--- src/rtl/montprod_arb.sv ---
// Two-client round-robin arbiter and sequencer for one shared montprod core.
// The core's reset_n is driven from ~reset at the top level, outside this block.
module montprod_arb #(
    parameter int unsigned BUSY_TIMEOUT = 4
) (
    input  logic        clk,
    input  logic        reset,
    input  logic        req0,
    input  logic        req1,
    input  logic [7:0]  len0,
    input  logic [7:0]  len1,
    output logic        gnt0,
    output logic        gnt1,
    output logic        done0,
    output logic        done1,
    output logic        err,
    output logic [7:0]  opa_addr,
    output logic [7:0]  opb_addr,
    output logic [7:0]  opm_addr,
    input  logic [31:0] opa_data0,
    input  logic [31:0] opa_data1,
    input  logic [31:0] opb_data0,
    input  logic [31:0] opb_data1,
    input  logic [31:0] opm_data0,
    input  logic [31:0] opm_data1,
    output logic [7:0]  result_addr,
    output logic [31:0] result_data,
    output logic        result_we0,
    output logic        result_we1,
    output logic        mp_calculate,
    output logic [7:0]  mp_length,
    input  logic        mp_ready,
    input  logic [7:0]  mp_opa_addr,
    input  logic [7:0]  mp_opb_addr,
    input  logic [7:0]  mp_opm_addr,
    output logic [31:0] mp_opa_data,
    output logic [31:0] mp_opb_data,
    output logic [31:0] mp_opm_data,
    input  logic [7:0]  mp_result_addr,
    input  logic [31:0] mp_result_data,
    input  logic        mp_result_we
);

    localparam int unsigned CNT_W   = (BUSY_TIMEOUT > 1) ? $clog2(BUSY_TIMEOUT) : 1;
    localparam int unsigned CNT_MAX = (BUSY_TIMEOUT > 0) ? BUSY_TIMEOUT - 1 : 0;

    typedef enum logic [2:0] {
        S_IDLE,
        S_START,
        S_WAIT_BUSY,
        S_WAIT_DONE,
        S_DONE
    } state_t;

    state_t           state_q, state_d;
    logic             sel_q, sel_d;
    logic             last_q, last_d;
    logic             gnt0_q, gnt0_d;
    logic             gnt1_q, gnt1_d;
    logic             done0_q, done0_d;
    logic             done1_q, done1_d;
    logic             err_q, err_d;
    logic             calc_q, calc_d;
    logic [7:0]       len_q, len_d;
    logic [CNT_W-1:0] cnt_q, cnt_d;
    logic             pick;
    logic [7:0]       pick_len;

    // State and registered outputs; reset leaves client 0 first in line.
    always_ff @(posedge clk) begin
        if (reset) begin
            state_q <= S_IDLE;
            sel_q   <= 1'b0;
            last_q  <= 1'b1;
            gnt0_q  <= 1'b0;
            gnt1_q  <= 1'b0;
            done0_q <= 1'b0;
            done1_q <= 1'b0;
            err_q   <= 1'b0;
            calc_q  <= 1'b0;
            len_q   <= 8'd0;
            cnt_q   <= '0;
        end else begin
            state_q <= state_d;
            sel_q   <= sel_d;
            last_q  <= last_d;
            gnt0_q  <= gnt0_d;
            gnt1_q  <= gnt1_d;
            done0_q <= done0_d;
            done1_q <= done1_d;
            err_q   <= err_d;
            calc_q  <= calc_d;
            len_q   <= len_d;
            cnt_q   <= cnt_d;
        end
    end

    // Next-state and output decode; done/err/calculate are one-cycle pulses.
    always_comb begin
        state_d  = state_q;
        sel_d    = sel_q;
        last_d   = last_q;
        gnt0_d   = gnt0_q;
        gnt1_d   = gnt1_q;
        done0_d  = 1'b0;
        done1_d  = 1'b0;
        err_d    = 1'b0;
        calc_d   = 1'b0;
        len_d    = len_q;
        cnt_d    = cnt_q;
        pick     = (req0 && req1) ? ~last_q : req1;
        pick_len = pick ? len1 : len0;

        case (state_q)
            S_IDLE: begin
                gnt0_d = 1'b0;
                gnt1_d = 1'b0;
                if (req0 || req1) begin
                    sel_d  = pick;
                    last_d = pick;
                    len_d  = pick_len;
                    gnt0_d = ~pick;
                    gnt1_d = pick;
                    if (pick_len == 8'd0) begin
                        state_d = S_DONE;
                        done0_d = ~pick;
                        done1_d = pick;
                        err_d   = 1'b1;
                    end else begin
                        state_d = S_START;
                        calc_d  = 1'b1;
                    end
                end
            end
            S_START: begin
                cnt_d   = '0;
                state_d = S_WAIT_BUSY;
            end
            S_WAIT_BUSY: begin
                if (!mp_ready) begin
                    state_d = S_WAIT_DONE;
                end else if (cnt_q == CNT_W'(CNT_MAX)) begin
                    state_d = S_DONE;
                    done0_d = ~sel_q;
                    done1_d = sel_q;
                    err_d   = 1'b1;
                end else begin
                    cnt_d = cnt_q + CNT_W'(1);
                end
            end
            S_WAIT_DONE: begin
                if (mp_ready) begin
                    state_d = S_DONE;
                    done0_d = ~sel_q;
                    done1_d = sel_q;
                end
            end
            S_DONE: begin
                state_d = S_IDLE;
                gnt0_d  = 1'b0;
                gnt1_d  = 1'b0;
            end
            default: begin
                state_d = S_IDLE;
            end
        endcase
    end

    assign gnt0         = gnt0_q;
    assign gnt1         = gnt1_q;
    assign done0        = done0_q;
    assign done1        = done1_q;
    assign err          = err_q;
    assign mp_calculate = calc_q;
    assign mp_length    = len_q;

    // Core address/result paths broadcast to both clients; only the granted client may write.
    assign opa_addr    = mp_opa_addr;
    assign opb_addr    = mp_opb_addr;
    assign opm_addr    = mp_opm_addr;
    assign result_addr = mp_result_addr;
    assign result_data = mp_result_data;
    assign result_we0  = mp_result_we & gnt0_q;
    assign result_we1  = mp_result_we & gnt1_q;

    // Operand read data follows the registered select, stable for the whole operation.
    assign mp_opa_data = sel_q ? opa_data1 : opa_data0;
    assign mp_opb_data = sel_q ? opb_data1 : opb_data0;
    assign mp_opm_data = sel_q ? opm_data1 : opm_data0;

endmodule

--- config.mk ---
export PLATFORM = sky130hd
export DESIGN_NAME = montprod_arb
export DESIGN_NICKNAME = d
export VERILOG_FILES = /design/src/rtl/montprod_arb.sv
export SDC_FILE = /design/constraint.sdc
export NUM_CORES = 1
export LEC_CHECK = 0
export BUFFER_PORTS_ARGS = -buffer_cell sky130_fd_sc_hd__clkbuf_2
export CAP_MARGIN = 10
export CORE_AREA = 5 5 171 173
export DETAILED_ROUTE_END_ITERATION = 10
export DIE_AREA = 0 0 176 178
export GPL_TIMING_DRIVEN = 0
export SLEW_MARGIN = 10
export SYNTH_ARGS = -nofsm -noshare
export SYNTH_HDL_FRONTEND = slang
export SYNTH_SLANG_ARGS = --single-unit
--- constraint.sdc ---
create_clock -name clk -period 3 [get_ports clk]
set_input_delay 0.15 -clock clk [delete_from_list [all_inputs] [get_ports clk]]
set_output_delay 0.15 -clock clk [all_outputs]
set_load 0.01 [all_outputs]
==> results of run 1 <==
area by class of cell:
cell class                 count  area, um^2  share of cell area
clock buffer                   3       75.07             0.01471
buffer                        81       604.3              0.1184
multi-input combinational    173        1619              0.3173
sequential                    21       420.4             0.08239
inverter                       1       3.754           0.0007357
tap                          346       432.9             0.08485
clock inverter                 1       5.005           0.0009809
timing repair buffer         388        1942              0.3806
cell usage in the layout, fill, tap and decap left out, types with 4 or more instances in the layout:
cell,n
a211oi_1,6
a21oi_1,5
buf_2,9
buf_4,66
buf_6,4
clkbuf_2,388
dfxtp_1,21
mux2_2,96
mux2i_1,9
nand2_1,4
nor2_1,13
nor4_1,4
o21ai_0,4
flip-flops by register name, summed over array words and instances, names as in the netlist:
register / count
last_q: 1
done0: 1
gnt0: 1
err: 1
done1: 1
sel_q: 1
gnt1: 1
mp_length: 8
cnt_q: 2
mp_calculate: 1
state_q: 3
cells in the mapped netlist (all sizes together):
master / n
a211o: 1
a211oi: 8
a21boi: 1
a21o: 1
a21oi: 5
a221o: 1
a31oi: 1
a32o: 1
and2: 2
and2b: 2
and4: 1
buf: 80
clkbuf: 1
dfxtp: 21
ha: 1
inv: 1
mux2: 96
mux2i: 9
nand2: 4
nand2b: 3
nand3: 1
nand4: 1
nand4b: 1
nand4bb: 1
nor2: 16
nor3: 1
nor3b: 1
nor4: 4
o211ai: 1
o21a: 1
o21ai: 4
o22ai: 1
o31ai: 1
or3: 1
or4: 1
kinds of logic (layout without fill, tap and decap cells):
kind of cell               after synthesis  count (layout)
and+or+nand+nor                         40              40
adders and majority gates                1               1
muxes                                  105             105
AOI/OAI and AO/OA                       27              27
DFF                                     21              21
buffers and inverters                   82             474
worst max path at each step:
stage / to / from / slack [ps]
3_5_place_dp: mp_opm_data[25] / sel_q$_SDFFE_PP0P_ / 1150
3_3_place_gp: mp_opm_data[25] / sel_q$_SDFFE_PP0P_ / 1150
2_1_floorplan: cnt_q[0]$_SDFFE_PP0P_ / cnt_q[0]$_SDFFE_PP0P_ / 1650
4_1_cts: mp_opm_data[25] / sel_q$_SDFFE_PP0P_ / 860
5_1_grt: mp_opm_data[23] / sel_q$_SDFFE_PP0P_ / 830
6_report: mp_opm_data[25] / sel_q$_SDFFE_PP0P_ / 940
per-layer routing:
layer	track usage	part of all wire
met1	0.1217	0.42
met5	0	0.0016
met3	0.02226	0.069
met2	0.1622	0.51
met4	0.005848	0.0025
power breakdown:
group / leakage, nW / switching [mW] / internal, mW
clock: 0.0409 / 0.110 / 0.179
combinational: 2.55 / 0.553 / 0.584
sequential: 0.173 / 0.0308 / 0.324
total: 2.76 / 0.695 / 1.09
through the flow:
step / setup WS (ps) / utilization / hold WS [ps] / cells
after global routing: 831.2 / 0.1857 / 168.3 / 1014
after CTS: 864.7 / 0.1857 / 158.8 / 1014
after global placement: 1153 / 0.1828 / 431.9 / 1010
final: 941.5 / 0.1857 / 160.4 / 1014
after detailed placement: 1149 / 0.1828 / 432.4 / 1010
after floorplan: 1653 / - / 357.3 / 276
worst max-delay path, cell delays in order, from the launching register on:
cell      delay, ps
dfxtp_1         310
buf_4           220
buf_6           250
buf_2           320
mux2_2          400
clkbuf_2        140
==> impl_metrics.prom, run 1 <==
# TYPE chip_impl_metric gauge
chip_impl_metric{name="finalSetupViolCount",unit=""} 0
chip_impl_info{name="rr_startpoint",value="cnt_q[0]$_SDFFE_PP0P_"} 1
chip_impl_metric{name="finClkSkew",unit="ps"} 3.215
chip_impl_metric{name="postPlaceCellArea",unit="um^2"} 5022
chip_impl_metric{name="gp_congestion",unit=""} 0.7581
chip_impl_metric{name="final_hold_viol_count",unit=""} 0
chip_impl_info{name="timing.setup.critical_path_class",value="reg -> out"} 1
chip_impl_metric{name="final-max-slew-violation-count",unit=""} 0
chip_impl_metric{name="tritoncts.num_buffers",unit=""} 3
chip_impl_metric{name="drtAntennaViolNets",unit=""} 0
chip_impl_metric{name="finalCritPeriodShare",unit=""} 0.6862
chip_impl_metric{name="synthesis.area_per_instance",unit="um^2"} 9.593
chip_impl_metric{name="synth_xor_xnor_area_share",unit=""} 0
chip_impl_metric{name="finalCriticalPeriod",unit="ps"} 2058
chip_impl_metric{name="cts.htree.levels",unit=""} 1
chip_impl_metric{name="worst-r2r-cell-count",unit=""} 5
chip_impl_metric{name="max_clock_freq",unit="MHz"} 485.8
chip_impl_metric{name="synth_seq_area_share",unit=""} 0.1588
chip_impl_metric{name="fp.dieW",unit="um"} 176
chip_impl_metric{name="die_y",unit="um"} 178
chip_impl_metric{name="core-area",unit="um^2"} 27480
chip_impl_metric{name="postSynthCellCount",unit=""} 276
chip_impl_metric{name="insertedDiodeCount",unit=""} 0
chip_impl_info{name="synth.largest_area_cell",value="mux2_2"} 1
chip_impl_metric{name="static-leakage-power",unit="nW"} 2.760
chip_impl_metric{name="hold_buffers",unit=""} 0
chip_impl_info{name="synth.area.top_cells",value="mux2_2 41%, buf_4 19%, dfxtp_1 16%"} 1
chip_impl_metric{name="clock_sinks",unit=""} 21
chip_impl_metric{name="path_max_fanout",unit=""} 10
chip_impl_info{name="worst_hold_path_type",value="in -> reg"} 1
chip_impl_metric{name="yosys_register_bits",unit=""} 21
chip_impl_metric{name="cts_resized",unit=""} 0
chip_impl_metric{name="via_per_inst",unit=""} 3.458
chip_impl_metric{name="routed-via-count",unit=""} 3506
chip_impl_metric{name="drt_pass1_iterations",unit=""} 4
chip_impl_metric{name="syn_nets",unit=""} 555
chip_impl_metric{name="timing.setup.tns",unit="ps"} 0
chip_impl_metric{name="timing.critical_path.required",unit="ps"} 2850
chip_impl_info{name="dominant_combinational_cell_family_by_area_after_synthesis",value="multiplexers"} 1
chip_impl_metric{name="synth_adder_area_share",unit=""} 0.004726
chip_impl_metric{name="clock_path_buffers",unit=""} 2
chip_impl_info{name="cts_tree",value="yes"} 1
chip_impl_metric{name="num_rows",unit=""} 61
chip_impl_metric{name="dieArea",unit="um^2"} 31330
chip_impl_metric{name="grt_start_max_net_pins",unit=""} 13
chip_impl_metric{name="drt-wirelength-per-cell",unit="um"} 16.82
chip_impl_metric{name="rrSetupSlack",unit="ps"} 1510
chip_impl_metric{name="power.total",unit="mW"} 1.782
chip_impl_metric{name="compound_gate_fraction_of_synth_area",unit=""} 0.07750
chip_impl_metric{name="worst_slew_pin_slew",unit="ps"} 765.5
chip_impl_metric{name="mappedNetlistArea",unit="um^2"} 2648
chip_impl_metric{name="number_of_violations_reported_at_the_end_of_detailed_routing_iteration_0",unit=""} 71
chip_impl_info{name="startpoint_type",value="flop"} 1
chip_impl_metric{name="routed_wl",unit="um"} 17050
chip_impl_info{name="r2r-end",value="cnt_q[0]$_SDFFE_PP0P_"} 1
chip_impl_metric{name="grt_first_pass_wirelength",unit="um"} 22140
chip_impl_metric{name="layout-drive-gt1-share",unit=""} 0.8623
chip_impl_metric{name="first_global_vias",unit=""} 3563
chip_impl_info{name="rsz_0062_raised_after_global_routing",value="no"} 1
chip_impl_metric{name="yosysUniqueCellTypes",unit=""} 40
chip_impl_info{name="status",value="complete, no violations"} 1
chip_impl_metric{name="aggregate_global_routing_overflow",unit=""} 0
chip_impl_metric{name="clock_insertion_delay_at_the_later_pin_of_the_skew_report",unit="ps"} 260
chip_impl_info{name="root_buffer_cell",value="clkbuf_16"} 1
chip_impl_metric{name="grt.total_usage",unit=""} 0.09268
chip_impl_metric{name="drv_cap",unit=""} 0
chip_impl_metric{name="fin_nets",unit=""} 948
chip_impl_metric{name="ir_drop",unit="V"} 0.0002783
chip_impl_metric{name="cp.arrival",unit="ps"} 1910
chip_impl_metric{name="number_of_warnings_issued_by_yosys",unit=""} 0
chip_impl_metric{name="min_path_cells",unit=""} 2
chip_impl_metric{name="synth_simple_gate_area_frac",unit=""} 0.08696
chip_impl_info{name="worstSetupEndpointType",value="output pin"} 1
chip_impl_metric{name="port-buffer-count",unit=""} 388
chip_impl_metric{name="yosys.area.top_type_share",unit=""} 0.4083
chip_impl_metric{name="synth.mux.area_fraction",unit=""} 0.4423
chip_impl_metric{name="post-route-cell-area",unit="um^2"} 5102
chip_impl_info{name="hold_path_startpoint",value="reset"} 1
chip_impl_metric{name="power_per_cell_area",unit="nW/um^2"} 349.3
chip_impl_metric{name="dp_hpwl",unit="um"} 15610
chip_impl_metric{name="num-fill-cells",unit=""} 3074
chip_impl_metric{name="post_cts_buffers",unit=""} 0
chip_impl_metric{name="detail_route.drc_violations",unit=""} 0
chip_impl_metric{name="ios",unit=""} 454
chip_impl_metric{name="clk_pin_slew",unit="ps"} 60
chip_impl_metric{name="floorplan.initialDensity",unit=""} 0.09636
chip_impl_metric{name="grt_antenna_before_repair",unit=""} 2
chip_impl_metric{name="area_growth",unit="%"} 92.72
chip_impl_info{name="worst_hold_path.endpoint",value="mp_length[5]$_SDFFE_PP0P_"} 1
chip_impl_metric{name="slew_headroom",unit=""} 0.4849
Note: power is estimated with default switching activity, not from simulation.
==> inputs of run 2 (changes only) <==
--- a/config.mk
+++ b/config.mk
@@ -7,9 +7,9 @@
 export LEC_CHECK = 0
 export BUFFER_PORTS_ARGS = -buffer_cell sky130_fd_sc_hd__clkbuf_2
 export CAP_MARGIN = 10
-export CORE_AREA = 5 5 171 173
+export CORE_AREA = 5 5 172 174
 export DETAILED_ROUTE_END_ITERATION = 10
-export DIE_AREA = 0 0 176 178
+export DIE_AREA = 0 0 177 179
 export GPL_TIMING_DRIVEN = 0
 export SLEW_MARGIN = 10
 export SYNTH_ARGS = -nofsm -noshare
==> constraint.sdc (replaced) <==
create_clock -name clk -period 2.2 [get_ports clk]
set_input_delay 0.11 -clock clk [delete_from_list [all_inputs] [get_ports clk]]
set_output_delay 0.11 -clock clk [all_outputs]
set_load 0.01 [all_outputs]
==> impl_metrics.prom, run 2 (synthesis results as in run 1) <==
# TYPE chip_impl_metric gauge
chip_impl_metric{name="floorplan.initialDensity",unit=""} 0.09582
chip_impl_metric{name="path_max_fanout",unit=""} 10
chip_impl_info{name="timing.critical_path.from",value="sel_q$_SDFFE_PP0P_"} 1
chip_impl_metric{name="ios",unit=""} 454
chip_impl_metric{name="num-fill-cells",unit=""} 3093
chip_impl_info{name="rsz_0062_raised_after_global_routing",value="no"} 1
chip_impl_metric{name="grt_start_max_net_pins",unit=""} 13
chip_impl_metric{name="grt_first_pass_wirelength",unit="um"} 22150
chip_impl_info{name="cts_tree",value="yes"} 1
chip_impl_info{name="root_buffer_cell",value="clkbuf_16"} 1
chip_impl_metric{name="cts.htree.levels",unit=""} 1
chip_impl_info{name="critical_path.endpoint",value="mp_opm_data[23]"} 1
chip_impl_metric{name="slew_headroom",unit=""} 0.5364
chip_impl_metric{name="drtAntennaViolNets",unit=""} 0
chip_impl_metric{name="post-route-util",unit=""} 0.1862
chip_impl_info{name="status",value="complete, no violations"} 1
chip_impl_metric{name="static-leakage-power",unit="nW"} 2.760
chip_impl_metric{name="place_worst_setup_slack",unit="ps"} 408.2
chip_impl_metric{name="rrSetupSlack",unit="ps"} 710
chip_impl_metric{name="die_y",unit="um"} 179
chip_impl_metric{name="finalCriticalPeriod",unit="ps"} 1957
chip_impl_metric{name="routed_wl",unit="um"} 17760
chip_impl_info{name="mostFrequentLayoutCells",value="388 x clkbuf_2, 96 x mux2_2, 66 x buf_4"} 1
chip_impl_metric{name="layout-drive-gt1-share",unit=""} 0.8623
chip_impl_metric{name="gp_congestion",unit=""} 0.7822
chip_impl_metric{name="drv_cap",unit=""} 0
chip_impl_metric{name="final-max-slew-violation-count",unit=""} 0
chip_impl_metric{name="timing.setup.tns",unit="ps"} 0
chip_impl_info{name="mostFrequentLayoutCell",value="clkbuf_2"} 1
chip_impl_metric{name="worst_slew_pin_slew",unit="ps"} 689.0
chip_impl_info{name="startpoint_type",value="flop"} 1
chip_impl_info{name="r2r-end",value="cnt_q[0]$_SDFFE_PP0P_"} 1
chip_impl_metric{name="number_of_violations_reported_at_the_end_of_detailed_routing_iteration_0",unit=""} 77
chip_impl_metric{name="placedCellCount",unit=""} 1042
chip_impl_metric{name="first_global_vias",unit=""} 3314
chip_impl_metric{name="max_clock_freq",unit="MHz"} 510.9
chip_impl_metric{name="ir_drop",unit="V"} 0.0004083
chip_impl_metric{name="dieArea",unit="um^2"} 31680
chip_impl_metric{name="aggregate_global_routing_overflow",unit=""} 0
chip_impl_metric{name="grt_antenna_before_repair",unit=""} 5
chip_impl_metric{name="finClkSkew",unit="ps"} 3.086
chip_impl_metric{name="port-buffer-count",unit=""} 388
chip_impl_metric{name="dp_hpwl",unit="um"} 16440
chip_impl_info{name="worstSetupEndpointType",value="output pin"} 1
chip_impl_metric{name="final_cells",unit=""} 1047
chip_impl_metric{name="final_hold_viol_count",unit=""} 0
chip_impl_metric{name="tritoncts.num_buffers",unit=""} 3
chip_impl_metric{name="power_per_cell_area",unit="nW/um^2"} 473.4
chip_impl_metric{name="clk_pin_slew",unit="ps"} 60
chip_impl_info{name="timing.setup.critical_path_class",value="reg -> out"} 1
chip_impl_metric{name="min_path_cells",unit=""} 2
chip_impl_metric{name="clock_path_buffers",unit=""} 2
chip_impl_info{name="rr_startpoint",value="cnt_q[0]$_SDFFE_PP0P_"} 1
chip_impl_metric{name="timing.critical_path.required",unit="ps"} 2090
chip_impl_metric{name="clock_insertion_delay_at_the_later_pin_of_the_skew_report",unit="ps"} 250
chip_impl_metric{name="worst-r2r-cell-count",unit=""} 5
chip_impl_metric{name="fin_nets",unit=""} 948
chip_impl_metric{name="clock_sinks",unit=""} 21
chip_impl_metric{name="finalSetupViolCount",unit=""} 0
chip_impl_metric{name="drt_pass1_iterations",unit=""} 4
chip_impl_metric{name="via_per_inst",unit=""} 3.361
chip_impl_metric{name="detail_route.drc_violations",unit=""} 0
chip_impl_metric{name="drt-wirelength-per-cell",unit="um"} 16.96
chip_impl_metric{name="cts_resized",unit=""} 0
chip_impl_metric{name="finalCritPeriodShare",unit=""} 0.8897
chip_impl_metric{name="largest_register_ff_count",unit=""} 8
chip_impl_metric{name="grt.total_usage",unit=""} 0.09420
chip_impl_metric{name="routed-via-count",unit=""} 3519
chip_impl_metric{name="core-area",unit="um^2"} 27630
chip_impl_info{name="worst_hold_path_type",value="in -> reg"} 1
chip_impl_metric{name="final.setup.worst_slack",unit="ps"} 242.7
chip_impl_metric{name="post_cts_buffers",unit=""} 0
chip_impl_metric{name="hold_buffers",unit=""} 0
chip_impl_metric{name="cp.arrival",unit="ps"} 1850
chip_impl_metric{name="area_growth",unit="%"} 94.33
chip_impl_metric{name="power.total",unit="mW"} 2.436
chip_impl_metric{name="num_rows",unit=""} 61
chip_impl_metric{name="fp.dieW",unit="um"} 177
[run 2: cell count changes in the layout (fill, tap and decap cells not counted), sizes merged]
| cell | delta |
|---|---|
| diode | +1 |
[run 2: where the power goes]
| part | switching, mW | internal (mW) |
|---|---|---|
| Clock | 0.143 | 0.244 |
| Sequential | 0.0437 | 0.442 |
| Combinational | 0.766 | 0.797 |
[run 2: layout make-up]
cell class,count,area [um^2],share of cell area
clock inverters,1,5.005,0.0009728
diodes,1,2.502,0.0004864
multi-input cells,173,1619,0.3147
repair buffers,388,1942,0.3774
plain buffers,81,604.3,0.1175
well taps,378,473.0,0.09193
clock buffers,3,75.07,0.01459
flip-flops and latches,21,420.4,0.08171
inverters,1,3.754,0.0007296
[run 2: metrics by stage]
stage	area, um^2	hold slack, ps
finish	5145	119.7
global route	5145	136.6
CTS	5142	122.1
detailed placement	5062	389.4
global placement	5062	384.4
floorplan	2648	311.8
[run 2: how the worst min path moves through the flow]
| stage | startpoint | to | slack (ps) |
|---|---|---|---|
| after floorplan | mp_opa_addr[0] | opa_addr[0] | 310 |
| after global placement | reset | mp_length[2]$_SDFFE_PP0P_ | 380 |
| after detailed placement | reset | mp_length[3]$_SDFFE_PP0P_ | 390 |
| after CTS | reset | mp_length[3]$_SDFFE_PP0P_ | 120 |
| after global routing | reset | mp_length[5]$_SDFFE_PP0P_ | 140 |
| final | reset | mp_length[3]$_SDFFE_PP0P_ | 120 |
[run 2: worst max-delay path: stages (launching register included)]
cell	delay [ps]
dfxtp_1	310
buf_4	210
buf_6	240
buf_2	300
mux2_2	370
clkbuf_2	150
[run 2: routing by layer]
metal  up-vias  part of all wire  track usage
met5         -            0.0013            0
met4         4            0.0015     0.007092
met3         6             0.090      0.02636
met2       177              0.50       0.1595
met1      1611              0.41       0.1250
li1       1721                 -            -
==> inputs of run 3 (changes only) <==
--- a/config.mk
+++ b/config.mk
@@ -7,10 +7,11 @@
 export LEC_CHECK = 0
 export BUFFER_PORTS_ARGS = -buffer_cell sky130_fd_sc_hd__clkbuf_2
 export CAP_MARGIN = 10
-export CORE_AREA = 5 5 172 174
+export CORE_AREA = 2 2 179 181
 export DETAILED_ROUTE_END_ITERATION = 10
-export DIE_AREA = 0 0 177 179
+export DIE_AREA = 0 0 181 183
 export GPL_TIMING_DRIVEN = 0
+export RECOVER_POWER = 50
 export SLEW_MARGIN = 10
 export SYNTH_ARGS = -nofsm -noshare
 export SYNTH_HDL_FRONTEND = slang
==> constraint.sdc (replaced) <==
create_clock -name clk -period 1.6 [get_ports clk]
set_input_delay 0.08 -clock clk [delete_from_list [all_inputs] [get_ports clk]]
set_output_delay 0.08 -clock clk [all_outputs]
set_load 0.01 [all_outputs]
==> impl_metrics.prom, run 3 (synthesis results as in run 1) <==
# TYPE chip_impl_metric gauge
chip_impl_metric{name="first_global_vias",unit=""} 3438
chip_impl_metric{name="core-area",unit="um^2"} 31230
chip_impl_metric{name="worst_hold_margin",unit="ps"} 104.3
chip_impl_info{name="failed_checks",value="negative setup slack"} 1
chip_impl_info{name="critical_path.cell_chain",value="bufbuf_16 > buf_8 > mux2_2 > clkbuf_2"} 1
chip_impl_metric{name="clock_path_buffers",unit=""} 2
chip_impl_metric{name="largest_register_ff_count",unit=""} 8
chip_impl_metric{name="final_cells",unit=""} 1078
chip_impl_metric{name="finalCritPeriodShare",unit=""} 1.023
chip_impl_metric{name="rrSetupSlack",unit="ps"} 100
chip_impl_metric{name="cts.htree.levels",unit=""} 1
chip_impl_metric{name="post-route-cell-area",unit="um^2"} 5483
chip_impl_metric{name="floorplan.initialDensity",unit=""} 0.08478
chip_impl_metric{name="power_per_cell_area",unit="nW/um^2"} 662.9
chip_impl_metric{name="num_rows",unit=""} 65
chip_impl_info{name="startpoint_type",value="flop"} 1
chip_impl_info{name="cpMaxStageDelayCell",value="dfxtp_4"} 1
chip_impl_metric{name="drt-wirelength-per-cell",unit="um"} 15.70
chip_impl_metric{name="drt_pass1_iterations",unit=""} 4
chip_impl_metric{name="routed_wl",unit="um"} 16930
chip_impl_metric{name="detail_route.drc_violations",unit=""} 0
chip_impl_metric{name="finalCriticalPeriod",unit="ps"} 1636
chip_impl_metric{name="grt_first_pass_wirelength",unit="um"} 22220
chip_impl_metric{name="grt.total_usage",unit=""} 0.09050
chip_impl_metric{name="dieArea",unit="um^2"} 33120
chip_impl_metric{name="final_hold_viol_count",unit=""} 0
chip_impl_metric{name="aggregate_global_routing_overflow",unit=""} 0
chip_impl_metric{name="ios",unit=""} 454
chip_impl_metric{name="worst_slew_pin_slew",unit="ps"} 719.1
chip_impl_metric{name="postPlaceCellArea",unit="um^2"} 5092
chip_impl_metric{name="path_max_fanout",unit=""} 10
chip_impl_metric{name="hold_buffers",unit=""} 0
chip_impl_metric{name="tritoncts.num_buffers",unit=""} 3
chip_impl_info{name="root_buffer_cell",value="clkbuf_16"} 1
chip_impl_metric{name="final-max-slew-violation-count",unit=""} 0
chip_impl_info{name="worstSetupEndpointType",value="output pin"} 1
chip_impl_metric{name="clock_insertion_delay_at_the_later_pin_of_the_skew_report",unit="ps"} 260
chip_impl_metric{name="routed-via-count",unit=""} 3612
chip_impl_metric{name="clock_sinks",unit=""} 21
chip_impl_info{name="status",value="finished, violations left"} 1
chip_impl_metric{name="max_clock_freq",unit="MHz"} 611.1
chip_impl_metric{name="gp_congestion",unit=""} 0.8513
chip_impl_metric{name="finalSetupViolCount",unit=""} 28
chip_impl_info{name="rsz_0062_raised_after_global_routing",value="yes"} 1
chip_impl_metric{name="drtAntennaViolNets",unit=""} 0
chip_impl_metric{name="timing.setup.tns",unit="ps"} -368.4
chip_impl_metric{name="port-buffer-count",unit=""} 388
chip_impl_metric{name="finClkSkew",unit="ps"} 2.089
chip_impl_metric{name="slew_headroom",unit=""} 0.5162
chip_impl_metric{name="placedCellCount",unit=""} 1066
chip_impl_metric{name="cp_num_buf_inv",unit=""} 3
chip_impl_info{name="cts_tree",value="yes"} 1
chip_impl_metric{name="drv_cap",unit=""} 0
chip_impl_info{name="mostFrequentLayoutCell",value="clkbuf_2"} 1
chip_impl_metric{name="grt_start_max_net_pins",unit=""} 13
chip_impl_metric{name="die_y",unit="um"} 183
chip_impl_metric{name="clk_pin_slew",unit="ps"} 60
chip_impl_metric{name="number_of_violations_reported_at_the_end_of_detailed_routing_iteration_0",unit=""} 138
chip_impl_metric{name="grt_antenna_before_repair",unit=""} 6
chip_impl_metric{name="fp.dieW",unit="um"} 181
chip_impl_metric{name="fin_nets",unit=""} 954
chip_impl_metric{name="static-leakage-power",unit="nW"} 2.775
chip_impl_info{name="mostFrequentLayoutCells",value="323 x clkbuf_2, 78 x mux2_2, 70 x buf_4"} 1
chip_impl_info{name="timing.setup.critical_path_class",value="reg -> out"} 1
chip_impl_metric{name="multiInputGateArea",unit="um^2"} 1693
chip_impl_metric{name="num-fill-cells",unit=""} 3554
chip_impl_metric{name="dp_hpwl",unit="um"} 14550
chip_impl_metric{name="layout-drive-gt1-share",unit=""} 0.7893
chip_impl_metric{name="via_per_inst",unit=""} 3.351
chip_impl_metric{name="area_growth",unit="%"} 107.1
chip_impl_metric{name="final-seq-area",unit="um^2"} 424.2
chip_impl_metric{name="final.setup.worst_slack",unit="ps"} -36.38
chip_impl_metric{name="cp.arrival",unit="ps"} 1560
chip_impl_metric{name="ir_drop",unit="V"} 0.0003400
chip_impl_metric{name="timing.critical_path.required",unit="ps"} 1520
chip_impl_info{name="timing.critical_path.max_delay_family",value="buffers and inverters"} 1
chip_impl_metric{name="place_worst_setup_slack",unit="ps"} -215.5
chip_impl_metric{name="critPathMaxStageDelay",unit="ps"} 370
chip_impl_info{name="worst_hold_path_type",value="in -> reg"} 1
run 3: routing by layer:
layer / track usage / vias up / routed length [um] / part of all wire
li1: - / 1726 / - / -
met1: 0.1152 / 1663 / 6958 / 0.41
met2: 0.1506 / 189 / 8109 / 0.48
met3: 0.02423 / 26 / 1386 / 0.082
met4: 0.02504 / 8 / 422 / 0.025
met5: 0 / - / 48 / 0.0028
run 3: report_power, final:
part / total, mW / internal, mW / switching [mW] / leakage [nW]
sequential: 0.681 / 0.609 / 0.0717 / 0.174
combinational: 2.41 / 1.31 / 1.09 / 2.56
clock: 0.547 / 0.336 / 0.210 / 0.0409
run 3: timing repair:
action,4_1_cts,5_1_grt
buffers inserted,2,2
setup endpoints to repair,96,82
cloned,1,1
gates resized for setup,34,46
run 3: worst register-to-register path, stage by stage (launching register included):
cell and delay, ps:
dfxtp_1 320, ha_1 230, nand4bb_2 240, a21oi_1 300
mux2i_1 220, nor2_1 50
run 3: worst paths after layout:
| kind | from | to | depth (start not counted) |
|---|---|---|---|
| worst min register to register | cnt_q[1]$_SDFFE_PP0P_ | cnt_q[1]$_SDFFE_PP0P_ | 2 |
| worst max-delay path | sel_q$_SDFFE_PP0P_ | mp_opa_data[12] | 4 |
| worst min-delay path | reset | mp_length[4]$_SDFFE_PP0P_ | 2 |
| worst max register to register | cnt_q[0]$_SDFFE_PP0P_ | cnt_q[0]$_SDFFE_PP0P_ | 5 |
run 3: layout make-up:
cell class | count | area share
Timing Repair Buffer | 394 | 0.3768
Multi-Input combinational cell | 173 | 0.3088
Buffer | 81 | 0.1292
Tap cell | 402 | 0.09174
Sequential cell | 21 | 0.07736
Clock buffer | 3 | 0.01369
Clock inverter | 1 | 0.0009128
Antenna cell | 2 | 0.0009128
Inverter | 1 | 0.0006846
run 3: stage by stage:
step / util / power, mW
4_1_cts: 0.1713 / 3.568
5_1_grt: 0.1756 / 3.863
3_3_place_gp: 0.1631 / 2.824
3_5_place_dp: 0.1631 / 2.841
6_report: 0.1756 / 3.635
2_1_floorplan: - / 1.892
